[src/rtl/core_pkg.sv]
// Shared core types: word-address program counter and instruction word.
package core_pkg;
    localparam int PC_W   = 30;
    localparam int INST_W = 32;

    typedef logic [PC_W-1:0]   pc_t;
    typedef logic [INST_W-1:0] inst_t;
endpackage

[src/rtl/ifetch.sv]
// Instruction fetch: sequential PC, one in-flight memory read, one-entry skid buffer.
// Define IFETCH_PERF_EN to add fetched/stall/redirect performance counters.
module ifetch
    import core_pkg::*;
#(
    parameter pc_t RESET_PC = 30'h0
)
(
    input  logic  clk,
    input  logic  rst_n,
    output pc_t   imem_pc,
    input  inst_t imem_inst,
    input  logic  redirect_valid,
    input  pc_t   redirect_pc,
    output logic  out_valid,
    input  logic  out_ready,
    output inst_t out_inst,
    output pc_t   out_pc
`ifdef IFETCH_PERF_EN
    ,
    output logic [31:0] perf_fetched,
    output logic [31:0] perf_stall,
    output logic [31:0] perf_redirect
`endif
);

    pc_t   pc_q;
    logic  inflight_v_q;
    pc_t   inflight_pc_q;
    logic  skid_v_q;
    pc_t   skid_pc_q;
    inst_t skid_inst_q;

    logic  issue;
    logic  skid_load;
    logic  skid_drain;

    assign imem_pc    = pc_q;
    assign out_valid  = skid_v_q | inflight_v_q;
    assign out_inst   = skid_v_q ? skid_inst_q : imem_inst;
    assign out_pc     = skid_v_q ? skid_pc_q   : inflight_pc_q;

    // A new read is issued whenever the word currently on the output will not be left stranded.
    assign issue      = out_ready | ~out_valid;
    assign skid_load  = inflight_v_q & ~skid_v_q & ~out_ready;
    assign skid_drain = skid_v_q & out_ready;

    // Control state: reset beats redirect, redirect beats normal flow.
    always_ff @(posedge clk) begin
        if (!rst_n) begin
            pc_q         <= RESET_PC;
            inflight_v_q <= 1'b0;
            skid_v_q     <= 1'b0;
        end else if (redirect_valid) begin
            pc_q         <= redirect_pc;
            inflight_v_q <= 1'b0;
            skid_v_q     <= 1'b0;
        end else begin
            inflight_v_q <= issue;
            if (issue) begin
                pc_q <= pc_q + 30'd1;
            end
            if (skid_load) begin
                skid_v_q <= 1'b1;
            end else if (skid_drain) begin
                skid_v_q <= 1'b0;
            end
        end
    end

    // Data payloads carry no reset; their valid bits above qualify them.
    always_ff @(posedge clk) begin
        if (issue) begin
            inflight_pc_q <= pc_q;
        end
        if (skid_load) begin
            skid_pc_q   <= inflight_pc_q;
            skid_inst_q <= imem_inst;
        end
    end

`ifdef IFETCH_PERF_EN
    always_ff @(posedge clk) begin
        if (!rst_n) begin
            perf_fetched  <= 32'd0;
            perf_stall    <= 32'd0;
            perf_redirect <= 32'd0;
        end else begin
            if (out_valid & out_ready) begin
                perf_fetched <= perf_fetched + 32'd1;
            end
            if (out_valid & ~out_ready) begin
                perf_stall <= perf_stall + 32'd1;
            end
            if (redirect_valid) begin
                perf_redirect <= perf_redirect + 32'd1;
            end
        end
    end
`endif

endmodule

[config.mk]
export PLATFORM = sky130hd
export DESIGN_NAME = ifetch
export DESIGN_NICKNAME = d
export VERILOG_FILES = /design/src/rtl/core_pkg.sv /design/src/rtl/ifetch.sv
export SDC_FILE = /design/constraint.sdc
export NUM_CORES = 1
export LEC_CHECK = 0
export ABC_AREA = 1
export CORE_UTILIZATION = 45
export CTS_BUF_LIST = sky130_fd_sc_hd__clkbuf_4 sky130_fd_sc_hd__clkbuf_8
export DETAILED_ROUTE_END_ITERATION = 16
export GPL_TIMING_DRIVEN = 0
export HOLD_SLACK_MARGIN = 0.03
export MAX_ROUTING_LAYER = met4
export PLACE_DENSITY = 0.91
export SLEW_MARGIN = 20
export SYNTH_ARGS = -nofsm -noshare
export SYNTH_HDL_FRONTEND = slang
export SYNTH_SLANG_ARGS = --single-unit
[constraint.sdc]
create_clock -name clk -period 6.43 [get_ports clk]
set_input_delay 1.6075 -clock clk [delete_from_list [all_inputs] [get_ports clk]]
set_output_delay 1.6075 -clock clk [all_outputs]
set_load 0.01 [all_outputs]
==> impl_summary.txt <==
----------------------------------------------------
[Status]
  Run status ... finished, final reports clean

[Die]
  Initial standard-cell utilization of the core ... 0.467
  Core Box Area ... 12100 sq um
  Boundary pin count ... 159
  Floorplan die height ... 114 microns
  Total Die Area ... 13000 sq um
  Cell Rows ... 40
  DIE WIDTH ... 114 microns

[Synth]
  Avg Synthesized Cell Area ... 9.28 sq um
  Share of synthesized area occupied by flip-flops and latches ... 0.601
  Number of standard cells after synthesis ... 610
  Synth warnings ... 0
  Library cells used by synthesis ... 36
  Post-synthesis instance area ... 5660 sq um
  Number of register bits inferred by synthesis ... 124
  Syn Nets ... 677

[Clocking]
  CTS tree ... yes
  Number of buffers added by the clock tree synthesis step ... 17
  CTS Hold Buffers Added ... 0
  Clk sinks ... 124
  Cells resized by post-CTS repair ... 0
  H-Tree Level Count ... 4
  Reg clk slew, reported paths ... 0.07 ns
  Post-CTS setup buffers ... 0
  Clock root cell ... sky130_fd_sc_hd__clkbuf_8
  Deepest clock path buffer count ... 2
  Latest clock arrival within the worst-skew pair ... 0.43 ns

[Finish]
  Area added between synthesis and finish ... 39.6%
  Layout Utilization ... 0.652
  Finished Cell Area ... 7900 sq um
  Final-layout fill cell count ... 990
  Finished Layout Cells ... 974
  Nets ... 859
  Ratio of cells with drive above 1 in the final layout ... 0.0957

[GRT]
  Wire length of the first global-routing pass ... 22800 microns
  Total global-route track usage ... 0.237
  Initial antenna violation count ... 1
  Pin count of the biggest net entering global routing ... 34
  Via count of the first global-routing pass ... 4646
  Total gr overflow ... 0

[Routing]
  Drt drc ... 0
  Final ANT Viol Nets ... 0
  Pre-antenna DRT Iters ... 5
  Number of DRC markers in iteration 0 ... 410
  Sum of routed wire length over all layers ... 14300 microns
  Wire length per cell after detailed routing ... 14.7 microns
  Vias ... 4791
  Average vias per placed instance ... 4.92

[STA]
  Slew at the pin closest to its max-slew limit ... 0.664 ns
  Share of the cycle needed by the critical path after routing ... 0.681
  Highest achievable clock rate ... 0.228 GHz
  Hold Violations, Final ... 0
  Final critical-path required period ... 4.38 ns
  Final count of negative-setup-slack endpoints ... 0
  Setup repair after global routing missed its margin ... no
  Slew Viols, Final ... 0
  Final setup skew ... 0.0103 ns
  Hold slack final ... 0.450 ns
  Normalized max-slew margin ... 0.557
  Post-route setup TNS ... 0 ns
  Worst path setup slack after routing ... 2.05 ns

[Power and ir drop]
  Maximum vdd drop ... 106 uV
  Leakage ... 3.14 nW
  PnR Total Power ... 1.88 mW
  Share of total power in the clock network ... 0.363
  Share of power burned in combinational logic ... 0.135
  Net Sw Power ... 0.470 mW
  Sequential group share of total power ... 0.502
  Net switching fraction of the power ... 0.250
  Power Density ... 239 nW/um^2
  Int Power ... 1.41 mW

[Placement]
  Setup WS pre-CTS ... 2.06 ns
  Number of buffer cells added on primary ports ... 157
  Placed Area ... 7490 sq um
  Inst Count DP ... 941
  Placer's final routability congestion estimate ... 0.921
  Detailed placer's ending HPWL ... 10400 microns

[Worst setup path]
  Crit path DAT ... 2.77 ns
  Type of origin of the critical path ... input pin
  CP Max Fanout ... 2
  CP Class ... input pin to primary output
  Data required time of the critical path ... 4.82 ns
  Series of cell instances along the critical path ... clkdlybuf4s50_1, nand2_1, nand2_1, clkdlybuf4s50_1
  Largest incremental delay on the critical path ... 0.52 ns
  Critical Path Sink Type ... primary output
  Worst path slowest cell ... sky130_fd_sc_hd__clkdlybuf4s50_1

[Min path]
  Path type of the worst min-delay path ... register to register

[Job]
  Total of max-cap violations ... 0

----------------------------------------------------
-- power groups by stage --
stage	clock, mW	sequential, mW	combinational [mW]
2_1_floorplan	0	0.959	0.0953
3_3_place_gp	0	0.963	0.247
3_5_place_dp	0	0.963	0.254
4_1_cts	0.699	0.946	0.255
5_1_grt	0.738	0.952	0.276
6_report	0.684	0.947	0.254
-- synthesized netlist by cell type --
master | count | share of area
sky130_fd_sc_hd__a21oi_1 | 9 | 0.0080
sky130_fd_sc_hd__a22o_1 | 1 | 0.0015
sky130_fd_sc_hd__a22oi_1 | 1 | 0.0013
sky130_fd_sc_hd__a31oi_1 | 3 | 0.0033
sky130_fd_sc_hd__a32oi_1 | 11 | 0.017
sky130_fd_sc_hd__buf_2 | 2 | 0.0018
sky130_fd_sc_hd__buf_4 | 2 | 0.0027
sky130_fd_sc_hd__buf_6 | 1 | 0.0020
sky130_fd_sc_hd__clkbuf_1 | 15 | 0.0099
sky130_fd_sc_hd__dfxtp_1 | 32 | 0.11
sky130_fd_sc_hd__edfxtp_1 | 92 | 0.49
sky130_fd_sc_hd__ha_1 | 1 | 0.0022
sky130_fd_sc_hd__inv_1 | 32 | 0.021
sky130_fd_sc_hd__inv_2 | 3 | 0.0020
sky130_fd_sc_hd__inv_4 | 1 | 0.0011
sky130_fd_sc_hd__inv_6 | 1 | 0.0015
sky130_fd_sc_hd__mux2i_1 | 1 | 0.0018
sky130_fd_sc_hd__nand2_1 | 275 | 0.18
sky130_fd_sc_hd__nand2_2 | 7 | 0.0077
sky130_fd_sc_hd__nand2_4 | 4 | 0.0080
sky130_fd_sc_hd__nand3_1 | 26 | 0.023
sky130_fd_sc_hd__nand3_2 | 1 | 0.0018
sky130_fd_sc_hd__nand3_4 | 1 | 0.0031
sky130_fd_sc_hd__nand4_1 | 5 | 0.0055
sky130_fd_sc_hd__nor2_1 | 27 | 0.018
sky130_fd_sc_hd__nor2_2 | 5 | 0.0055
sky130_fd_sc_hd__nor2_4 | 9 | 0.018
sky130_fd_sc_hd__nor3_1 | 2 | 0.0018
sky130_fd_sc_hd__nor3_2 | 1 | 0.0018
sky130_fd_sc_hd__o211ai_1 | 1 | 0.0013
sky130_fd_sc_hd__o21ai_0 | 16 | 0.014
sky130_fd_sc_hd__o21ai_1 | 5 | 0.0044
sky130_fd_sc_hd__o21bai_1 | 4 | 0.0053
sky130_fd_sc_hd__o22ai_1 | 1 | 0.0011
sky130_fd_sc_hd__xnor2_1 | 1 | 0.0015
sky130_fd_sc_hd__xor2_1 | 11 | 0.017
-- path summary, 6_finish.rpt --
| kind | start | to | slack [ns] | cells past startpoint |
|---|---|---|---|---|
| hold reg to reg | inflight_pc_q[16] | skid_pc_q[16] | 0.45 | 0 |
| setup / recovery | imem_inst[1] | out_inst[1] | 2.05 | 4 |
| setup reg to reg | skid_v_q | imem_pc[22] | 4.59 | 9 |
| hold / removal | inflight_pc_q[16] | skid_pc_q[16] | 0.45 | 0 |
-- layer usage --
| metal | GRT usage | wire length (microns) |
|---|---|---|
| met1 | 0.289 | 6080 |
| met2 | 0.391 | 7000 |
| met3 | 0.0588 | 1040 |
| met4 | 0.0710 | 162 |
| met5 | - | 0 |
-- cells by family (layout without fill, tap and decap cells) --
group	Yosys count	in the layout	share of synthesized area
XOR/XNOR	12	12	0.0186
AND/OR/NAND/NOR	363	363	0.276
other	0	1	0
buffers and inverters	57	252	0.0422
multiplexers	1	1	0.00177
AO/OA/AOI/OAI	52	52	0.0575
flip-flops	124	124	0.601
adder cells (fa/ha/maj)	1	1	0.00221
-- registers in the layout (all words and copies together), names as in the netlist --
| signal | cells |
|---|---|
| skid_pc_q | 30 |
| inflight_pc_q | 30 |
| inflight_v_q | 1 |
| skid_inst_q | 32 |
| imem_pc | 30 |
| skid_v_q | 1 |
-- critical path: cells and delay by family --
kind / cells / cell delay [ns]
buf+inv: 2 / 1.03
simple gates: 2 / 0.13
-- layout by cell type, fill, tap and decap left out, types with 3 or more instances in the layout --
cell / instances
sky130_fd_sc_hd__buf_4: 8
sky130_fd_sc_hd__nand2_1: 275
sky130_fd_sc_hd__dfxtp_1: 32
sky130_fd_sc_hd__inv_1: 32
sky130_fd_sc_hd__o21bai_1: 4
sky130_fd_sc_hd__nand2_2: 7
sky130_fd_sc_hd__clkbuf_1: 15
sky130_fd_sc_hd__nand2_4: 4
sky130_fd_sc_hd__clkinv_4: 3
sky130_fd_sc_hd__a32oi_1: 11
sky130_fd_sc_hd__nor2_2: 5
sky130_fd_sc_hd__edfxtp_1: 92
sky130_fd_sc_hd__clkinvlp_4: 5
sky130_fd_sc_hd__nor2_1: 27
sky130_fd_sc_hd__clkdlybuf4s50_1: 157
sky130_fd_sc_hd__inv_2: 3
sky130_fd_sc_hd__a21oi_1: 9
sky130_fd_sc_hd__clkbuf_8: 19
sky130_fd_sc_hd__nor2_4: 9
sky130_fd_sc_hd__nand4_1: 5
sky130_fd_sc_hd__xor2_1: 11
sky130_fd_sc_hd__o21ai_1: 5
sky130_fd_sc_hd__nand3_1: 26
sky130_fd_sc_hd__o21ai_0: 16
sky130_fd_sc_hd__a31oi_1: 3
-- layout make-up --
cell class                 instances  area [sq um]  area share
tap                              168           210      0.0266
sequential                       124          3400       0.431
inverter                          37           146      0.0185
antenna                            1          2.50    0.000317
clock inverter                    13           143      0.0181
clock buffer                      19           262      0.0331
multi-input combinational        429          2020       0.256
timing repair buffer             163          1620       0.205
buffer                            20          92.6      0.0117
Note: power is estimated with default switching activity, not from simulation.
==> variant 1 (same flow settings) <==
Build with the macro `IFETCH_PERF_EN` defined.
--- a/src/rtl/ifetch.sv
+++ b/src/rtl/ifetch.sv
@@ -1,5 +1,7 @@
 // Instruction fetch: sequential PC, one in-flight memory read, one-entry skid buffer.
 // Define IFETCH_PERF_EN to add fetched/stall/redirect performance counters.
+`define IFETCH_PERF_EN
+
 module ifetch
     import core_pkg::*;
 #(
Formal check against the unedited RTL (old outputs only; new: perf_fetched, perf_redirect and perf_stall): equivalent (Yosys induction, for registers that start in step).
==> variant 1 against the unedited design <==
Worst setup slack got worse by 0.090 ns. Sequential cell count increased by 96. Clock skew increased by 0.011 ns. Synthesized cell count increased by 150%. Design area increased by 88%. Clock power increased by 92%. Hold slack got worse by 0.0049 ns. Wire length increased by 150%. Total power increased by 68%. Global-route usage increased by 4.8 points. Synthesized area increased by 95%. Critical endpoint is now out_inst[26]. Highest routed layer unchanged.
==> variant 1: results (changes against the unedited design) <==
Placed design
  – Inst Count DP: 2098 (was 941)
  – Hpwl dp: 26.3 mm (was 10.4 mm)

Logic synthesis
  – Post-Syn Nets: 1585 (was 677)
  – XOR/XNOR Fraction of Synth Area: 0.0206 (was 0.0186)
  – Most frequent cells after synthesis: nand2_1, nor2_1, dfxtp_1, inv_1, edfxtp_1 (was nand2_1, edfxtp_1, dfxtp_1, inv_1, nor2_1)
  – Post-synthesis compound-gate area fraction: 0.0689 (was 0.0575)
  – Post-synthesis mux area share: 0 (was 0.00177)
  – Top FF cell, synth: dfxtp_1 (was edfxtp_1)
  – Library cells used by synthesis: 38 (was 36)
  – Synth top area cells: edfxtp_1, dfxtp_1, nand2_1, nor2_1, inv_1 (was edfxtp_1, nand2_1, dfxtp_1, nand3_1, inv_1)
  – Register area share after synthesis: 0.482 (was 0.601)

Final layout
  – Multi-input gate count: 1121 (was 429)
  – Diodes inserted: 4 (was 1)
  – Number of non-clock inverters: 137 (was 37)
  – Final-stage net count: 1885 (was 859)
  – Signal buffers: 296 (was 183)
  – Sequential share of cell area: 0.359 (was 0.431)
  – CLK BUF: 59 (was 19)
  – # fillers: 2076 (was 990)

Setup path
  – Critical Path Sink: out_inst[26] (was out_inst[1])
  – Flop-to-flop setup slack: 4.20 ns (was 4.59 ns)
  – RR Endpoint: inflight_pc_q[28] (was imem_pc[22])

Global routing
  – Met3 Usage GRT: 0.0687 (was 0.0588)
  – Global-route usage over all layers: 0.286 (was 0.237)
  – Initial antenna violation count: 4 (was 1)

STA
  – Clock Skew: 0.0210 ns (was 0.0103 ns)
  – Hold_ws: 0.445 ns (was 0.450 ns)

Worst hold path
  – WHS Endpoint: skid_pc_q[29] (was skid_pc_q[16])
  – HP Start: inflight_pc_q[29] (was inflight_pc_q[16])

CTS
  – H-tree depth: 2 (was 4)
  – Num CTS Buffers: 39 (was 17)
  – Clock Path Buffers: 3 (was 2)

Run status
  – Status: completed (unchanged)

Pwr
  – Leakage: 5.48 nW (was 3.14 nW)

Route
  – Met2 wire length: 16.8 mm (was 7.00 mm)
  – Avg WL per Cell: 16.4 µm (was 14.7 µm)
  – DR vias: 11200 (was 4791)
  – WL met1: 14.2 mm (was 6.08 mm)
-- variant 1: cell types whose count changed after synthesis, sizes merged, moves of 29 or more --
cell / unedited run / this run
nor2: 41 / 232
inv: 37 / 136
dfxtp: 32 / 128
o21ai: 21 / 50
nand3: 28 / 85
nand2: 286 / 560
a21oi: 9 / 58
-- variant 1: report_power, final --
| group | internal, mW | switching, mW | total [mW] | leakage (nW) |
|---|---|---|---|---|
| combinational | 0.150 | 0.159 | 0.309 | 3.10 |
| sequential | 1.51 | 0.0396 | 1.55 | 1.95 |
| clock | 0.727 | 0.584 | 1.31 | 0.422 |
| total | 2.38 | 0.782 | 3.17 | 5.48 |
-- variant 1: through the flow --
stage	area (µm²)	power [mW]
final	14900	3.17
after global routing	14900	3.28
after CTS	14800	3.18
after detailed placement	14100	1.88
after global placement	14000	1.87
after floorplan	11100	1.69
-- variant 1: critical path, cell delays in order --
cell,delay (ns)
clkdlybuf4s50_1,0.56
nand2_1,0.08
nand2_1,0.08
clkdlybuf4s50_1,0.53
==> variant 2 (same settings) <==
Without the edit above. Set the package constant `INST_W` to 28 (it was 32).
--- a/src/rtl/core_pkg.sv
+++ b/src/rtl/core_pkg.sv
@@ -1,7 +1,7 @@
 // Shared core types: word-address program counter and instruction word.
 package core_pkg;
     localparam int PC_W   = 30;
-    localparam int INST_W = 32;
+    localparam int INST_W = 28;
 
     typedef logic [PC_W-1:0]   pc_t;
     typedef logic [INST_W-1:0] inst_t;
Interface: changed (resized imem_inst and out_inst); port bits go from 159 to 151. The function was not compared with the original's and may differ.
==> variant 2 against the unedited design <==
Highest routed layer unchanged. Synthesized area decreased by 0.86%. Synthesized cell count increased by 0.82%. Register-to-register slack got worse by 0.34 ns. Sequential cell count decreased by 4. Critical endpoint is now out_inst[5]. Wire length increased by 0.88%. Core utilization decreased by 0.69 points. Worst setup slack got worse by 0.022 ns. Critical path depth unchanged. Critical path type unchanged. Total power decreased by 0.88%. Design area decreased by 1.5%. Largest power group unchanged.
==> variant 2: results (changes against the unedited design) <==
Logic synthesis
  – Async S/R FF share, synth: 0 (unchanged)
  – Synth top area cells: edfxtp_1, nand2_1, dfxtp_1, nand3_1, inv_1 (unchanged)
  – Post-synth EDFFs: 88 (was 92)
  – Library cells used by synthesis: 34 (was 36)
  – Post-Syn Nets: 678 (was 677)
  – Yosys synthesis warning count: 0 (unchanged)
  – Most frequent cells after synthesis: nand2_1, edfxtp_1, nand3_1 (was nand2_1, edfxtp_1, dfxtp_1, inv_1, nor2_1)
  – Register area share after synthesis: 0.585 (was 0.601)
  – Syn_area_per_cell: 9.12 µm² (was 9.28 µm²)

Setup path
  – Flop-to-flop setup slack: 4.25 ns (was 4.59 ns)
  – RR Endpoint: skid_pc_q[1] (was imem_pc[22])
  – Worst Path Arrival: 2.79 ns (was 2.77 ns)
  – R2r worst-path depth: 7 (was 9)
  – Crit path max fanout: 2 (unchanged)
  – Worst r2r src: skid_v_q (unchanged)

CTS
  – Clock Path Buffers: 2 (unchanged)
  – Num CTS Buffers: 17 (unchanged)
  – Worst-path clk slew: 0.06 ns
  – Clock root cell: clkbuf_8 (unchanged)
  – H-tree depth: 4 (unchanged)
  – Setup bufs post-CTS: 0 (unchanged)
  – Worst skew pair latency: 0.42 ns

STA
  – Clock Skew: 0.0105 ns (was 0.0103 ns)
  – Slew HR: 0.591 (was 0.557)

Worst hold path
  – Worst hold path depth: 0 (unchanged)
  – HP Start: inflight_pc_q[2] (was inflight_pc_q[16])
  – WHS Endpoint: skid_pc_q[2] (was skid_pc_q[16])
  – HP Class: register to register (unchanged)

Final layout
  – Fraction of layout instances using a drive strength above 1: 0.0960 (was 0.0957)
  – Cell Count, Final, Fillers Out: 970 (was 974)
  – # fillers: 971 (was 990)
  – Diodes inserted: 0 (was 1)
  – Final-stage net count: 852 (was 859)

Global routing
  – Initial antenna violation count: 0 (was 1)
  – Global-route usage over all layers: 0.237 (about the same)
  – Largest net degree at the start of global routing: 37 (was 34)
  – Number of global-route vias before repair: 4660 (was 4646)
  – First-pass GRT wire length: 22.8 mm (about the same)

Route
  – DRT iter0 DRCs: 431 (was 410)
  – Via density: 5.02 (was 4.92)
  – Drt total wl: 14.4 mm (was 14.3 mm)
  – Pre-Repair DR Iteration Count: 5 (unchanged)

Pwr
  – Worst IR Drop VDD: 0.114 mV (was 0.106 mV)
  – Leakage: 3.10 nW (was 3.14 nW)

Run status
  – Status: completed (unchanged)

Placed design
  – Port Buf Inserts: 149 (was 157)
  – Inst Count DP: 938 (was 941)
  – Placement Setup Slack: 2.04 ns (was 2.06 ns)
  – Final Wtd Congestion: 0.932 (was 0.921)
  – Hpwl dp: 10.5 mm (was 10.4 mm)
## variant 2: worst max path at each step
stage | startpoint | cells past startpoint | slack, ns | to
after floorplan | out_ready | 1 | 0.29 | skid_inst_q[0]
after global placement | out_ready | 2 | -1.74 | skid_pc_q[1]
after detailed placement | imem_inst[7] | 4 | 2.04 | out_inst[7]
after CTS | imem_inst[7] | 4 | 2.03 | out_inst[7]
after global routing | imem_inst[7] | 4 | 1.98 | out_inst[7]
final | imem_inst[5] | 4 | 2.03 | out_inst[5]
## variant 2: kinds of logic after synthesis
family,after synthesis,share of synthesized area
compound gates,46,0.0448
fa+ha+maj,1,0.00223
mux,1,0.00178
xor+xnor,11,0.0172
buf+inv,70,0.0524
simple gates,366,0.296
flops,120,0.585
## variant 2: worst max-delay path: stages
cell	delay [ns]
clkdlybuf4s50_1	0.49
nand2_1	0.07
nand2_1	0.08
clkdlybuf4s50_1	0.55
## variant 2: final cells by class
| class | instances | area [µm²] | area share |
|---|---|---|---|
| tap | 168 | 210 | 0.0270 |
| clock buffer | 23 | 292 | 0.0375 |
| multi-input combinational | 425 | 2040 | 0.262 |
| timing repair buffer | 155 | 1540 | 0.198 |
| inverter | 49 | 186 | 0.0240 |
| clock inverter | 9 | 124 | 0.0159 |
| buffer | 21 | 108 | 0.0138 |
| sequential | 120 | 3280 | 0.422 |
## variant 2: per-layer routing
layer,share of wire,global-route usage
met1,0.43,0.283
met2,0.50,0.398
met3,0.064,0.0457
met4,0.013,0.0904
met5,0,-
## variant 2: report_power, final
group	internal (mW)	switching, mW	total [mW]
Sequential	0.880	0.0348	0.915
Combinational	0.135	0.117	0.253
Clock	0.418	0.282	0.700
Total	1.43	0.434	1.87
## variant 2: stage by stage
step / utilization / hold WS (ns) / total power, mW / TNS (ns) / area, µm²
final: 0.645 / 0.449 / 1.87 / 0 / 7780
after global routing: 0.645 / 0.455 / 1.94 / 0 / 7780
after CTS: 0.645 / 0.450 / 1.88 / 0 / 7780
after detailed placement: 0.611 / 0.434 / 1.18 / 0 / 7370
after global placement: 0.606 / 0.429 / 1.17 / -100.74 / 7310
after floorplan: - / 0.427 / 1.03 / 0 / 5610
